### src/rtl/mux3_rr_arbiter.sv
// rtl/mux3_rr_arbiter.sv - round-robin 3:1 select arbiter with registered valid/ready output (optional stats: MUX3_ARB_STATS_EN)
module mux3_rr_arbiter #(
    parameter int WIDTH = 8,
    parameter int CNT_W = 8
) (
    input  logic             Clk,
    input  logic             Reset_n,
    input  logic [2:0]       Req,
    input  logic [WIDTH-1:0] D0,
    input  logic [WIDTH-1:0] D1,
    input  logic [WIDTH-1:0] D2,
    output logic [2:0]       Ack,
    output logic [1:0]       S,
    output logic [WIDTH-1:0] Y,
    output logic             Y_valid,
`ifdef MUX3_ARB_STATS_EN
    input  logic             Cnt_clr,
    output logic [CNT_W-1:0] Cnt0,
    output logic [CNT_W-1:0] Cnt1,
    output logic [CNT_W-1:0] Cnt2,
`endif
    input  logic             Y_ready
);

    localparam logic [0:0] ST_IDLE = 1'b0;
    localparam logic [0:0] ST_FULL = 1'b1;

    // Counter width must be usable even though counters only exist in the stats build.
    if (CNT_W < 1) begin : g_bad_cnt_w
        $error("CNT_W must be at least 1");
    end

    logic [0:0]       state_q, state_d;
    logic [1:0]       last_q, last_d;
    logic [2:0]       ack_q, ack_d;
    logic [1:0]       s_q, s_d;
    logic [WIDTH-1:0] y_q, y_d;

    logic [2:0]       elig;
    logic [1:0]       cand0, cand1, cand2;
    logic [1:0]       win;
    logic [WIDTH-1:0] win_data;
    logic             capture;

    // Pick the first eligible source after the last grant; a source acked this cycle is masked.
    always_comb begin
        elig = Req & ~ack_q;
        case (last_q)
            2'd0:    begin cand0 = 2'd1; cand1 = 2'd2; cand2 = 2'd0; end
            2'd1:    begin cand0 = 2'd2; cand1 = 2'd0; cand2 = 2'd1; end
            default: begin cand0 = 2'd0; cand1 = 2'd1; cand2 = 2'd2; end
        endcase
        if (elig[cand0]) begin
            win = cand0;
        end else if (elig[cand1]) begin
            win = cand1;
        end else begin
            win = cand2;
        end
        case (win)
            2'd0:    win_data = D0;
            2'd1:    win_data = D1;
            default: win_data = D2;
        endcase
        capture = (elig != 3'b000) && ((state_q == ST_IDLE) || Y_ready);
    end

    // Next-state: capture a new word, drain a consumed word, or hold under backpressure.
    always_comb begin
        state_d = state_q;
        last_d  = last_q;
        s_d     = s_q;
        y_d     = y_q;
        ack_d   = 3'b000;
        if (capture) begin
            state_d = ST_FULL;
            last_d  = win;
            s_d     = win;
            y_d     = win_data;
            ack_d   = 3'b001 << win;
        end else if ((state_q == ST_FULL) && Y_ready) begin
            state_d = ST_IDLE;
        end
    end

    // Arbiter and output registers; last grant resets to source 2 so source 0 goes first.
    always_ff @(posedge Clk or negedge Reset_n) begin
        if (!Reset_n) begin
            state_q <= ST_IDLE;
            last_q  <= 2'd2;
            ack_q   <= 3'b000;
            s_q     <= 2'd0;
            y_q     <= '0;
        end else begin
            state_q <= state_d;
            last_q  <= last_d;
            ack_q   <= ack_d;
            s_q     <= s_d;
            y_q     <= y_d;
        end
    end

    assign Ack     = ack_q;
    assign S       = s_q;
    assign Y       = y_q;
    assign Y_valid = (state_q == ST_FULL);

`ifdef MUX3_ARB_STATS_EN
    logic [CNT_W-1:0] cnt_q [3];
    logic [CNT_W-1:0] cnt_d [3];

    // Saturating per-source grant counters; clear takes priority over a same-cycle grant.
    always_comb begin
        for (int k = 0; k < 3; k++) begin
            cnt_d[k] = cnt_q[k];
            if (Cnt_clr) begin
                cnt_d[k] = '0;
            end else if (capture && (win == 2'(k)) && (cnt_q[k] != {CNT_W{1'b1}})) begin
                cnt_d[k] = cnt_q[k] + CNT_W'(1);
            end
        end
    end

    // Counter registers.
    always_ff @(posedge Clk or negedge Reset_n) begin
        if (!Reset_n) begin
            for (int k = 0; k < 3; k++) cnt_q[k] <= '0;
        end else begin
            for (int k = 0; k < 3; k++) cnt_q[k] <= cnt_d[k];
        end
    end

    assign Cnt0 = cnt_q[0];
    assign Cnt1 = cnt_q[1];
    assign Cnt2 = cnt_q[2];
`endif

endmodule
### config.mk
export PLATFORM = sky130hd
export DESIGN_NAME = mux3_rr_arbiter
export DESIGN_NICKNAME = d
export VERILOG_FILES = /design/src/rtl/mux3_rr_arbiter.sv
export SDC_FILE = /design/constraint.sdc
export NUM_CORES = 1
export LEC_CHECK = 0
export CAP_MARGIN = 30
export CORE_MARGIN = 5
export CORE_UTILIZATION = 42
export CTS_BUF_LIST = sky130_fd_sc_hd__clkbuf_16
export CTS_CLUSTER_DIAMETER = 100
export DETAILED_ROUTE_END_ITERATION = 10
export GPL_TIMING_DRIVEN = 0
export PLACE_DENSITY = 0.84
export REMOVE_ABC_BUFFERS = 1
export SYNTH_ARGS = -nofsm -noshare
export SYNTH_HDL_FRONTEND = slang
export SYNTH_SLANG_ARGS = --single-unit
### constraint.sdc
create_clock -name Clk -period 3.5 [get_ports Clk]
set_clock_uncertainty 0.1 [all_clocks]
set_input_delay 0.35 -clock Clk [delete_from_list [all_inputs] [get_ports Clk]]
set_output_delay 0.35 -clock Clk [all_outputs]
set_load 0.05 [all_outputs]
# Word-level counts from Yosys, hierarchy flattened
# Cells that the tools add are included.
# op_classes
n_lt_le_gt_ge	2
n_eq_ne	2
n_bitwise	3
shift	1
n_reduce_logical	7
muxes	13
# ops
operator	count
$pmux W8 S2	1
$pmux W2 S2	3
$lt A2 B3 Y1 const B	2
$bmux W1 S2	2
$eq A2 B1 Y1 const B	2
$logic_not A2 Y1	2
$mux W1	4
$mux W2	2
$and A3 B3 Y3	1
$mux W3	1
$not A3 Y3	1
$reduce_bool A3 Y1	1
$shl A1 B2 Y3 const A	1
$logic_and A1 B1 Y1	2
$reduce_bool A2 Y1	1
$logic_or A1 B1 Y1	1
$not A1 Y1	1
# totals
wordCells	33
out_inout_bits	14
reg_bits	16
in_bits	30

# Longest topological paths before layout
# Gate-level depths: netlist of run 1.
# logic_depth
depth_word	8
ltp_mapped	7
mapped_depth_nobuf	5

# Worst setup path after synthesis of run 1
# OpenSTA, ideal clock, no wires.
# synth_path
kind	register -> register
start	reg ack_q[2] (netlist: Ack[2])
end	reg y_q[1] (netlist: Y[1])
required_ns	3.276
slack_ns	1.498
path_stages_with_launch	8
n_path_buf	3
setup_ns	0.124
synth_period_minus_slack_ns	2.002
arrival_time_ns	1.778
cell_sequence	dfrtp_1 -> nand2b_4 -> buf_6 -> a32oi_2 -> buf_2 -> buf_2 -> and3_1 -> a211o_1
# synth_between
elab_chain_cells	8
word_cells_on_any_way	13
classes_between	1 x eq/ne; 7 x mux; 2 x bitwise; 3 x reduce/logical
# synth_rtl
element	line_no	source
start, declared	35	logic [2:0] ack_q, ack_d;
start signal, assigned	97	ack_q <= ack_d;
$not A3 Y3 (*)	47	elig = Req & ~ack_q;
$and A3 B3 Y3 (*)	47	
$bmux W1 S2	55	end else if (elig[cand1]) begin
$mux W1 (not written as such)	55	
$mux W2	55	
$mux W2	53	if (elig[cand0]) begin
$eq A2 B1 Y1 or $logic_not A2 Y1 (tied branches)	60	case (win)
$pmux W8 S2	60	
end signal, assigned	99	y_q <= y_d;
end, declared	37	logic [WIDTH-1:0] y_q, y_d;
# Mark *: on every way between the ends. The rest lies on a longest branch, timed or not. The select of a mux whose other input is x is not followed.
# A chain may end at the register's enable or synchronous reset.

# Worst setup path after layout of run 1
# layout_path
start	in Req[2]
end	reg y_q[7] (netlist: Y[7])
# layout_between
elab_chain_cells	7
word_cells_on_any_way	12
classes_between	1 x eq/ne; 7 x mux; 1 x bitwise; 3 x reduce/logical
# layout_rtl
element	line_no	source
start, declared	8	input logic [2:0] Req,
$and A3 B3 Y3 (*)	47	
$bmux W1 S2	55	
$mux W1 (not written as such)	55	
$mux W2	55	
$mux W2	53	
$eq A2 B1 Y1 or $logic_not A2 Y1 (tied branches)	60	
$pmux W8 S2	60	
# Marked as above.

==> impl_metrics.json, run 1 <==
{
  "final_util": 0.697,
  "post_drt_wl_per_cell_um": 16.0,
  "cts_setup_buffers": 0,
  "cp_max_fo": 24,
  "clockPowerShare": 0.164,
  "slowest_stage": "a32oi_2",
  "share_comb_of_total_power": 0.595,
  "synth_area_um2": 876,
  "firstDrtPassIters": 4,
  "ctsResizeCount": 0,
  "max_freq_ghz": 0.393,
  "finalInstanceArea_mm2": 0.00138,
  "status": "finished, final reports clean",
  "p_sw_mw": 0.629,
  "clk_latency_ns": 0.24,
  "cts_max_path_buffers": 2,
  "synth.distinct_cells": 30,
  "h-tree-depth": 1,
  "peakVddDrop_uv": 701,
  "worstSetupStartpointType": "input pin",
  "internal_power_mw": 0.718,
  "tightest_slew_ns": 0.978,
  "avgSynthCellArea_um2": 10.8,
  "placed_area_mm2": 0.00130,
  "cts_inserted_buffers": 3,
  "seq_power_share": 0.241,
  "start_util": 0.442,
  "max_slew_margin": 0.344,
  "setup_viol": 0,
  "layout-drive-gt1-share": 0.131,
  "min_path_type": "input pin to async pin",
  "dieArea_mm2": 0.00310,
  "routed_wl_mm": 2.38,
  "cts.sinks": 15,
  "path_clk_slew_ns": 0.05,
  "grt_usage": 0.155,
  "cts_tree": "yes",
  "rows": 16,
  "clockRootBuffer": "clkbuf_16",
  "core-area_mm2": 0.00198,
  "drt-initial-drc-count": 12,
  "grt_max_degree": 25,
  "criticalPathCategory": "input pin to flop",
  "port_buffers": 43,
  "min_period_ns": 2.54,
  "grt-ovfl-total": 0,
  "syn_inst": 81,
  "dp_hpwl_mm": 1.72,
  "die_h_um": 55.7,
  "end_kind": "flop",
  "io_pins": 44,
  "p_per_area_mw_per_mm2": 976,
  "antenna_found_initial": 0,
  "drv.max_cap_violation_count": 0,
  "yosysWarnings": 0,
  "ys_seq_elements": 15,
  "rsz0062_at_grt": "false",
  "sw_frac_of_total": 0.467,
  "report.final.slew_viol_count": 0,
  "layout_commonest_cell": "clkdlybuf4s50_1",
  "grt_pass1_wl_mm": 3.84,
  "arrival_ns": 2.56,
  "drc_errors": 0,
  "fin_crit_sh": 0.727,
  "fp.dieW_um": 55.7,
  "viasPerCell": 5.42,
  "antennaDiodeCount": 0,
  "hold_viol": 0,
  "fin_nets": 153,
  "cp.required_ns": 3.52,
  "final_cell_mix": "43 x clkdlybuf4s50_1, 14 x dfrtp_1, 8 x nor2_1, 6 x a31oi_1",
  "cts_hold_buffers": 0,
  "slowest_delay_ns": 0.80,
  "grt_pass1_vias": 853,
  "ys_seq_area_frac": 0.430,
  "leakagePower_nw": 0.589,
  "path_cells": "clkdlybuf4s50_1 -> nand2b_4 -> a32oi_2 -> and2b_1 -> a31o_2 -> a211o_1",
  "drtAntennaViolNets": 0,
  "num_vias": 808,
  "tns_ns": 0,
  "place_congestion": 0.738,
  "area_growth_pct": 57.7
}
## sequential cells by signal, summed over array words and instances, names as in the netlist
name	count
last_q	2
S	1
Y_valid	1
Y	8
Ack	3
## layout make-up
type	count	area (um^2)
Fill cell	135	601
Clock inverter	1	5.00
Timing Repair Buffer	43	430
Multi-Input combinational cell	59	457
Tap cell	27	33.8
Inverter	1	3.75
Clock buffer	3	75.1
Sequential cell	15	377
## cell usage after synthesis, drive strengths merged
library cell	instances	area, um^2
dfrtp	14	350
nor2	9	41.3
a31oi	6	37.5
buf	6	43.8
a211o	5	43.8
a31o	5	43.8
and3	5	31.3
a32oi	4	42.6
and2b	4	30.0
nand2b	4	40.0
nor3b	4	35.0
nand2	2	7.51
nand3	2	10.0
nor2b	2	12.5
nor3	2	21.3
a21o	1	7.51
a311oi	1	26.3
and2	1	6.26
dfstp	1	26.3
inv	1	3.75
o21a	1	7.51
o31ai	1	7.51
## per-stage QoR
step           power [mW]  hold slack, ns  setup slack [ns]  std cells
4_1_cts              1.36           0.438             0.980        149
3_5_place_dp         1.12           0.405             0.800        145
6_report             1.35           0.423             0.955        149
5_1_grt              1.42           0.461             0.810        149
2_1_floorplan       0.863         -0.0456              1.18         75
3_3_place_gp         1.10           0.401             0.620        145
## kinds of logic after synthesis
logic type             Yosys count  share of synthesized area
DFF                             15                      0.430
AOI/OAI and AO/OA               24                      0.247
buffers and inverters            7                     0.0543
and+or+nand+nor                 35                      0.269
## critical path, delay by kind of cell
family,cells,cell delay [ns]
and+or+nand+nor,2,0.40
AOI/OAI and AO/OA,3,1.31
buffers and inverters,1,0.50
## worst paths after layout
check	slack, ns	from	depth (start not counted)	end
min in group Clk	0.44	S[1]$_DFFE_PN0P_	2	S[1]$_DFFE_PN0P_
setup reg to reg	1.08	Ack[1]$_DFF_PN0_	5	Y[7]$_DFFE_PN0P_
hold / removal	0.42	Reset_n	1	Y[1]$_DFFE_PN0P_
max in group asynchronous	2.44	Reset_n	1	Ack[1]$_DFF_PN0_
setup / recovery	0.96	Req[2]	6	Y[7]$_DFFE_PN0P_
hold reg to reg	0.44	S[1]$_DFFE_PN0P_	2	S[1]$_DFFE_PN0P_
## power by group through the flow
stage	clock network, mW	logic [mW]	registers, mW
floorplan	0	0.290	0.573
global placement	0	0.784	0.318
detailed placement	0	0.796	0.325
CTS	0.225	0.806	0.326
global route	0.233	0.849	0.334
finish	0.221	0.802	0.325
## layer usage
layer | routed length (um) | up-vias | global-route usage
met5 | 0 | - | 0
met4 | 7 | 0 | 0.0417
met3 | 224 | 2 | 0.0650
met2 | 1210 | 37 | 0.285
met1 | 943 | 383 | 0.160
li1 | - | 386 | -
Power figures use the tool's default switching activity.
==> run 2: changes to the inputs <==
--- a/config.mk
+++ b/config.mk
@@ -7,12 +7,12 @@
 export LEC_CHECK = 0
 export CAP_MARGIN = 30
 export CORE_MARGIN = 5
-export CORE_UTILIZATION = 42
+export CORE_UTILIZATION = 39
 export CTS_BUF_LIST = sky130_fd_sc_hd__clkbuf_16
 export CTS_CLUSTER_DIAMETER = 100
 export DETAILED_ROUTE_END_ITERATION = 10
 export GPL_TIMING_DRIVEN = 0
-export PLACE_DENSITY = 0.84
+export PLACE_DENSITY = 0.78
 export REMOVE_ABC_BUFFERS = 1
 export SYNTH_ARGS = -nofsm -noshare
 export SYNTH_HDL_FRONTEND = slang
==> constraint.sdc (replaced) <==
create_clock -name Clk -period 2.45 [get_ports Clk]
set_clock_uncertainty 0.1 [all_clocks]
set_input_delay 0.245 -clock Clk [delete_from_list [all_inputs] [get_ports Clk]]
set_output_delay 0.245 -clock Clk [all_outputs]
set_load 0.05 [all_outputs]
==> impl_metrics.json, run 2 (synthesis gave the netlist of run 1 again) <==
{
  "grt_pass1_wl_mm": 3.82,
  "register_area_um2": 377,
  "placed_area_mm2": 0.00130,
  "cts_inserted_buffers": 3,
  "cts_tree": "yes",
  "drv.max_cap_violation_count": 0,
  "path_clk_slew_ns": 0.04,
  "rsz0062_at_grt": "false",
  "place_ws_ns": -0.136,
  "arrival_ns": 2.15,
  "clockRootBuffer": "clkbuf_16",
  "n_fill_cell": 193,
  "min_period_ns": 2.12,
  "met1_usage": 0.174,
  "tightest_slew_ns": 0.972,
  "core-area_mm2": 0.00217,
  "final_cell_mix": "43 x clkdlybuf4s50_1, 14 x dfrtp_1, 8 x nor2_1, 6 x a31oi_1",
  "largest_reg_flops": 8,
  "peakVddDrop_uv": 873,
  "grtUsageMet2": 0.245,
  "grt_usage": 0.147,
  "fin_nets": 153,
  "start_util": 0.404,
  "firstDrtPassIters": 4,
  "fin_crit_sh": 0.867,
  "hold_viol": 0,
  "clk_latency_ns": 0.24,
  "drt-initial-drc-count": 11,
  "die_h_um": 57.4,
  "routed_wl_mm": 2.25,
  "dieArea_mm2": 0.00329,
  "p_total_mw": 1.91,
  "cts_hold_buffers": 0,
  "area_growth_pct": 59.0,
  "antennaDiodeCount": 0,
  "worstSetupStartpointType": "input pin",
  "cts.sinks": 15,
  "max_slew_margin": 0.348,
  "drc_errors": 0,
  "cts_max_path_buffers": 2,
  "min_path_type": "input pin to async pin",
  "criticalPathCategory": "input pin to flop",
  "h-tree-depth": 1,
  "multi_input_area_um2": 468,
  "finalInstanceArea_mm2": 0.00139,
  "report.final.slew_viol_count": 0,
  "antenna_found_initial": 0,
  "num_vias": 797,
  "grt-busiest-layer": "met2",
  "drtAntennaViolNets": 0,
  "layout-drive-gt1-share": 0.123,
  "grt-ovfl-total": 0,
  "grt_pass1_vias": 854,
  "rows": 17,
  "setup_viol": 0,
  "leakagePower_nw": 0.592,
  "dp_hpwl_mm": 1.80,
  "max_freq_ghz": 0.471,
  "post_drt_wl_per_cell_um": 15.0,
  "end_kind": "flop",
  "status": "finished, final reports clean",
  "use_met3": 0.0520,
  "fin_ws_ns": 0.325,
  "io_pins": 44,
  "p_per_area_mw_per_mm2": 1370,
  "cp.required_ns": 2.47,
  "place_congestion": 0.809,
  "viasPerCell": 5.31,
  "grt_max_degree": 25,
  "fp.dieW_um": 57.4,
  "layout_commonest_cell": "clkdlybuf4s50_1",
  "cp_max_fo": 11,
  "port_buffers": 43
}
-- run 2: repair_timing --
action	in CTS	in global routing
gates resized for setup	0	1
setup buffers	0	0
endpoints found under the setup margin	0	4
-- run 2: final cells by class --
class / count / area share
Sequential cell: 15 / 0.270
Clock buffer: 3 / 0.0539
Tap cell: 28 / 0.0252
Clock inverter: 1 / 0.00270
Multi-Input combinational cell: 59 / 0.336
Timing Repair Buffer: 43 / 0.309
Inverter: 1 / 0.00270
-- run 2: final timing paths --
kind,from,endpoint,slack [ns],cells past startpoint
worst min register to register,S[1]$_DFFE_PN0P_,S[1]$_DFFE_PN0P_,0.42,2
worst max-delay path,Req[2],Y[5]$_DFFE_PN0P_,0.33,5
worst min-delay path,Reset_n,S[1]$_DFFE_PN0P_,0.31,1
worst max register to register,Ack[1]$_DFF_PN0_,Y[4]$_DFFE_PN0P_,0.35,5
min in group Clk,S[1]$_DFFE_PN0P_,S[1]$_DFFE_PN0P_,0.42,2
max in group asynchronous,Reset_n,Y[3]$_DFFE_PN0P_,1.53,1
-- run 2: routing by layer --
metal	vias to the layer above	routed length, um
met5	-	0
met4	0	23
met3	4	214
met2	33	1080
met1	376	928
li1	384	-
-- run 2: where the power goes --
part / internal, mW / switching (mW)
clock: 0.215 / 0.0893
sequential: 0.370 / 0.0955
combinational: 0.442 / 0.700
total: 1.03 / 0.884
-- run 2: through the flow --
step,hold slack [ns],instances,utilization,setup TNS (ns)
detailed placement,0.414,146,0.600,-0.472
global placement,0.389,146,0.598,-3.21
floorplan,-0.151,75,-,0
global route,0.380,150,0.642,0
finish,0.305,150,0.642,0
CTS,0.328,150,0.637,0
-- run 2: worst max-delay path, cell delays in order --
cell and delay, ns:
clkdlybuf4s50_1 0.50, nand2b_4 0.11, o31ai_2 0.83, nor3_4 0.12
a211o_1 0.34
==> run 3: changes to the inputs <==
--- a/config.mk
+++ b/config.mk
@@ -5,6 +5,7 @@
 export SDC_FILE = /design/constraint.sdc
 export NUM_CORES = 1
 export LEC_CHECK = 0
+export ABC_AREA = 1
 export CAP_MARGIN = 30
 export CORE_MARGIN = 5
 export CORE_UTILIZATION = 39
@@ -17,3 +18,4 @@
 export SYNTH_ARGS = -nofsm -noshare
 export SYNTH_HDL_FRONTEND = slang
 export SYNTH_SLANG_ARGS = --single-unit
+export TNS_END_PERCENT = 10
==> impl_metrics.json, run 3 <==
{
  "ctsResizeCount": 0,
  "layout-drive-gt1-share": 0.116,
  "synth_xor_area_frac": 0,
  "fin_crit_sh": 0.734,
  "drv.max_cap_violation_count": 0,
  "cp.buffers_inverters": 1,
  "p_sw_mw": 1.04,
  "synth-edff-count": 0,
  "grt_usage": 0.162,
  "fp.dieW_um": 58.0,
  "ys_seq_area_frac": 0.419,
  "worstSetupStartpointType": "flop",
  "grt_pass1_vias": 984,
  "start_util": 0.407,
  "cp.required_ns": 2.11,
  "grt-ovfl-total": 0,
  "synth_compound_area_frac": 0.0598,
  "grt_pass1_wl_mm": 4.21,
  "share_comb_of_total_power": 0.627,
  "met1_usage": 0.193,
  "synthTopCellsByArea": "dfrtp_1 39%, nand2_1 16%, nand3_1 11%",
  "p_per_area_mw_per_mm2": 1440,
  "drc_errors": 0,
  "peakVddDrop_uv": 876,
  "grt-busiest-layer": "met2",
  "post_drt_wl_per_cell_um": 12.1,
  "antennaDiodeCount": 0,
  "cts_setup_buffers": 0,
  "end_kind": "output pin",
  "min_path_type": "input pin to async pin",
  "min_period_ns": 1.80,
  "cts.sinks": 15,
  "use_met3": 0.0535,
  "synth_common_cells": "39 x nand2_1, 19 x nand3_1, 18 x inv_1",
  "arrival_ns": 1.45,
  "synth_top_family_by_area": "simple AND/OR/NAND/NOR gates",
  "cts_tree": "yes",
  "slowest_stage": "clkdlybuf4s50_1",
  "drtAntennaViolNets": 0,
  "leakagePower_nw": 0.699,
  "sw_frac_of_total": 0.506,
  "synth_area_um2": 900,
  "netlist.area_leader.share": 0.389,
  "fin_ws_ns": 0.652,
  "report.final.slew_viol_count": 0,
  "avgSynthCellArea_um2": 7.03,
  "max_freq_ghz": 0.556,
  "die_h_um": 58.0,
  "internal_power_mw": 1.02,
  "clockPowerShare": 0.153,
  "final_cell_mix": "43 x clkdlybuf4s50_1, 39 x nand2_1, 19 x inv_1, 19 x nand3_1, 17 x nor2_1",
  "path_clk_slew_ns": 0.05,
  "cp_max_fo": 4,
  "setup_viol": 0,
  "fin_nets": 204,
  "synthMuxAreaShare": 0,
  "slowest_delay_ns": 0.82,
  "criticalPathCategory": "flop to output pin",
  "io_pins": 44,
  "syn_inst": 128,
  "area_growth_pct": 58.4,
  "core-area_mm2": 0.00221,
  "clk_latency_ns": 0.24,
  "async_reset_ff_frac": 1.00,
  "place_congestion": 0.827,
  "cts_hold_buffers": 0,
  "viasPerCell": 4.70,
  "yosysMostFrequentCell": "nand2_1",
  "rsz0062_at_grt": "false",
  "layout_commonest_cell": "clkdlybuf4s50_1",
  "holdWs_ns": 0.326,
  "cts_max_path_buffers": 2,
  "h-tree-depth": 1,
  "status": "finished, final reports clean",
  "port_buffers": 43,
  "firstDrtPassIters": 4,
  "cts_inserted_buffers": 3,
  "dp_hpwl_mm": 1.92,
  "path_cells": "clkdlybuf4s50_1",
  "cp_top_family": "buffers and inverters",
  "synth.distinct_cells": 17,
  "drt-initial-drc-count": 25,
  "max_slew_margin": 0.528,
  "grt_max_degree": 19,
  "largest_reg_flops": 8,
  "ys.flop_type": "dfrtp_1",
  "rows": 17,
  "antenna_found_initial": 0,
  "synthAdderAreaFrac": 0,
  "yosysWarnings": 0,
  "hold_viol": 0,
  "tns_ns": 0,
  "dieArea_mm2": 0.00337,
  "n_fill_cell": 211,
  "place_ws_ns": 0.528,
  "routed_wl_mm": 2.43,
  "synth_top_area_cell": "dfrtp_1",
  "ys_seq_elements": 15,
  "clockRootBuffer": "clkbuf_16",
  "num_vias": 945,
  "tightest_slew_ns": 0.705,
  "synth-simple-area-share": 0.413,
  "grtUsageMet2": 0.248,
  "seq_power_share": 0.219
}
-- run 3: cell count changes after synthesis, moves of 6 or more --
cell,previous run,this run
inv_1,1,18
nand2_1,2,39
nor2_1,8,17
a31oi_1,6,0
nand3_1,2,19
-- run 3: path summary, 6_finish.rpt --
path,depth (start not counted),from,slack (ns),endpoint
hold / removal,1,Reset_n,0.33,Y[3]$_DFFE_PN0P_
setup / recovery,1,last_q[0]$_DFFE_PN0P_,0.65,S[0]
setup reg to reg,7,last_q[1]$_DFFE_PN1P_,0.79,Y[5]$_DFFE_PN0P_
max in group asynchronous,1,Reset_n,1.48,Ack[2]$_DFF_PN0_
hold reg to reg,2,S[1]$_DFFE_PN0P_,0.39,S[1]$_DFFE_PN0P_
min in group Clk,2,S[1]$_DFFE_PN0P_,0.39,S[1]$_DFFE_PN0P_
-- run 3: power groups by stage --
stage                     Clock [mW]  Combinational [mW]  Sequential, mW
after detailed placement           0                1.29           0.451
after global placement             0                1.27           0.446
after CTS                      0.319                1.30           0.452
final                          0.315                1.29           0.450
after floorplan                    0               0.529           0.819
after global routing           0.333                1.41           0.466
-- run 3: kinds of logic after synthesis --
| family | after synthesis |
|---|---|
| and+or+nand+nor | 85 |
| buffers and inverters | 23 |
| DFF | 15 |
| AOI/OAI and AO/OA | 5 |
-- run 3: area by class of cell --
type                            count  area, um^2  share of cell area
Timing Repair Buffer               43         430               0.302
Multi-Input combinational cell     90         425               0.299
Sequential cell                    15         377               0.264
Inverter                           21        78.8              0.0553
Clock buffer                        3        75.1              0.0527
Tap cell                           28        35.0              0.0246
Clock inverter                      1        3.75             0.00263
-- run 3: metal layers --
| layer | wire, um | share of wire |
|---|---|---|
| met1 | 1010 | 0.42 |
| met2 | 1180 | 0.48 |
| met3 | 157 | 0.065 |
| met4 | 81 | 0.033 |
| met5 | 0 | 0 |
-- run 3: metrics by stage --
step,instance area [um^2],instances,utilization,total power [mW]
6_report,1430,201,0.644,2.05
5_1_grt,1430,201,0.644,2.21
4_1_cts,1430,201,0.644,2.07
3_5_place_dp,1350,197,0.609,1.75
3_3_place_gp,1350,197,0.609,1.72
2_1_floorplan,881,126,-,1.35
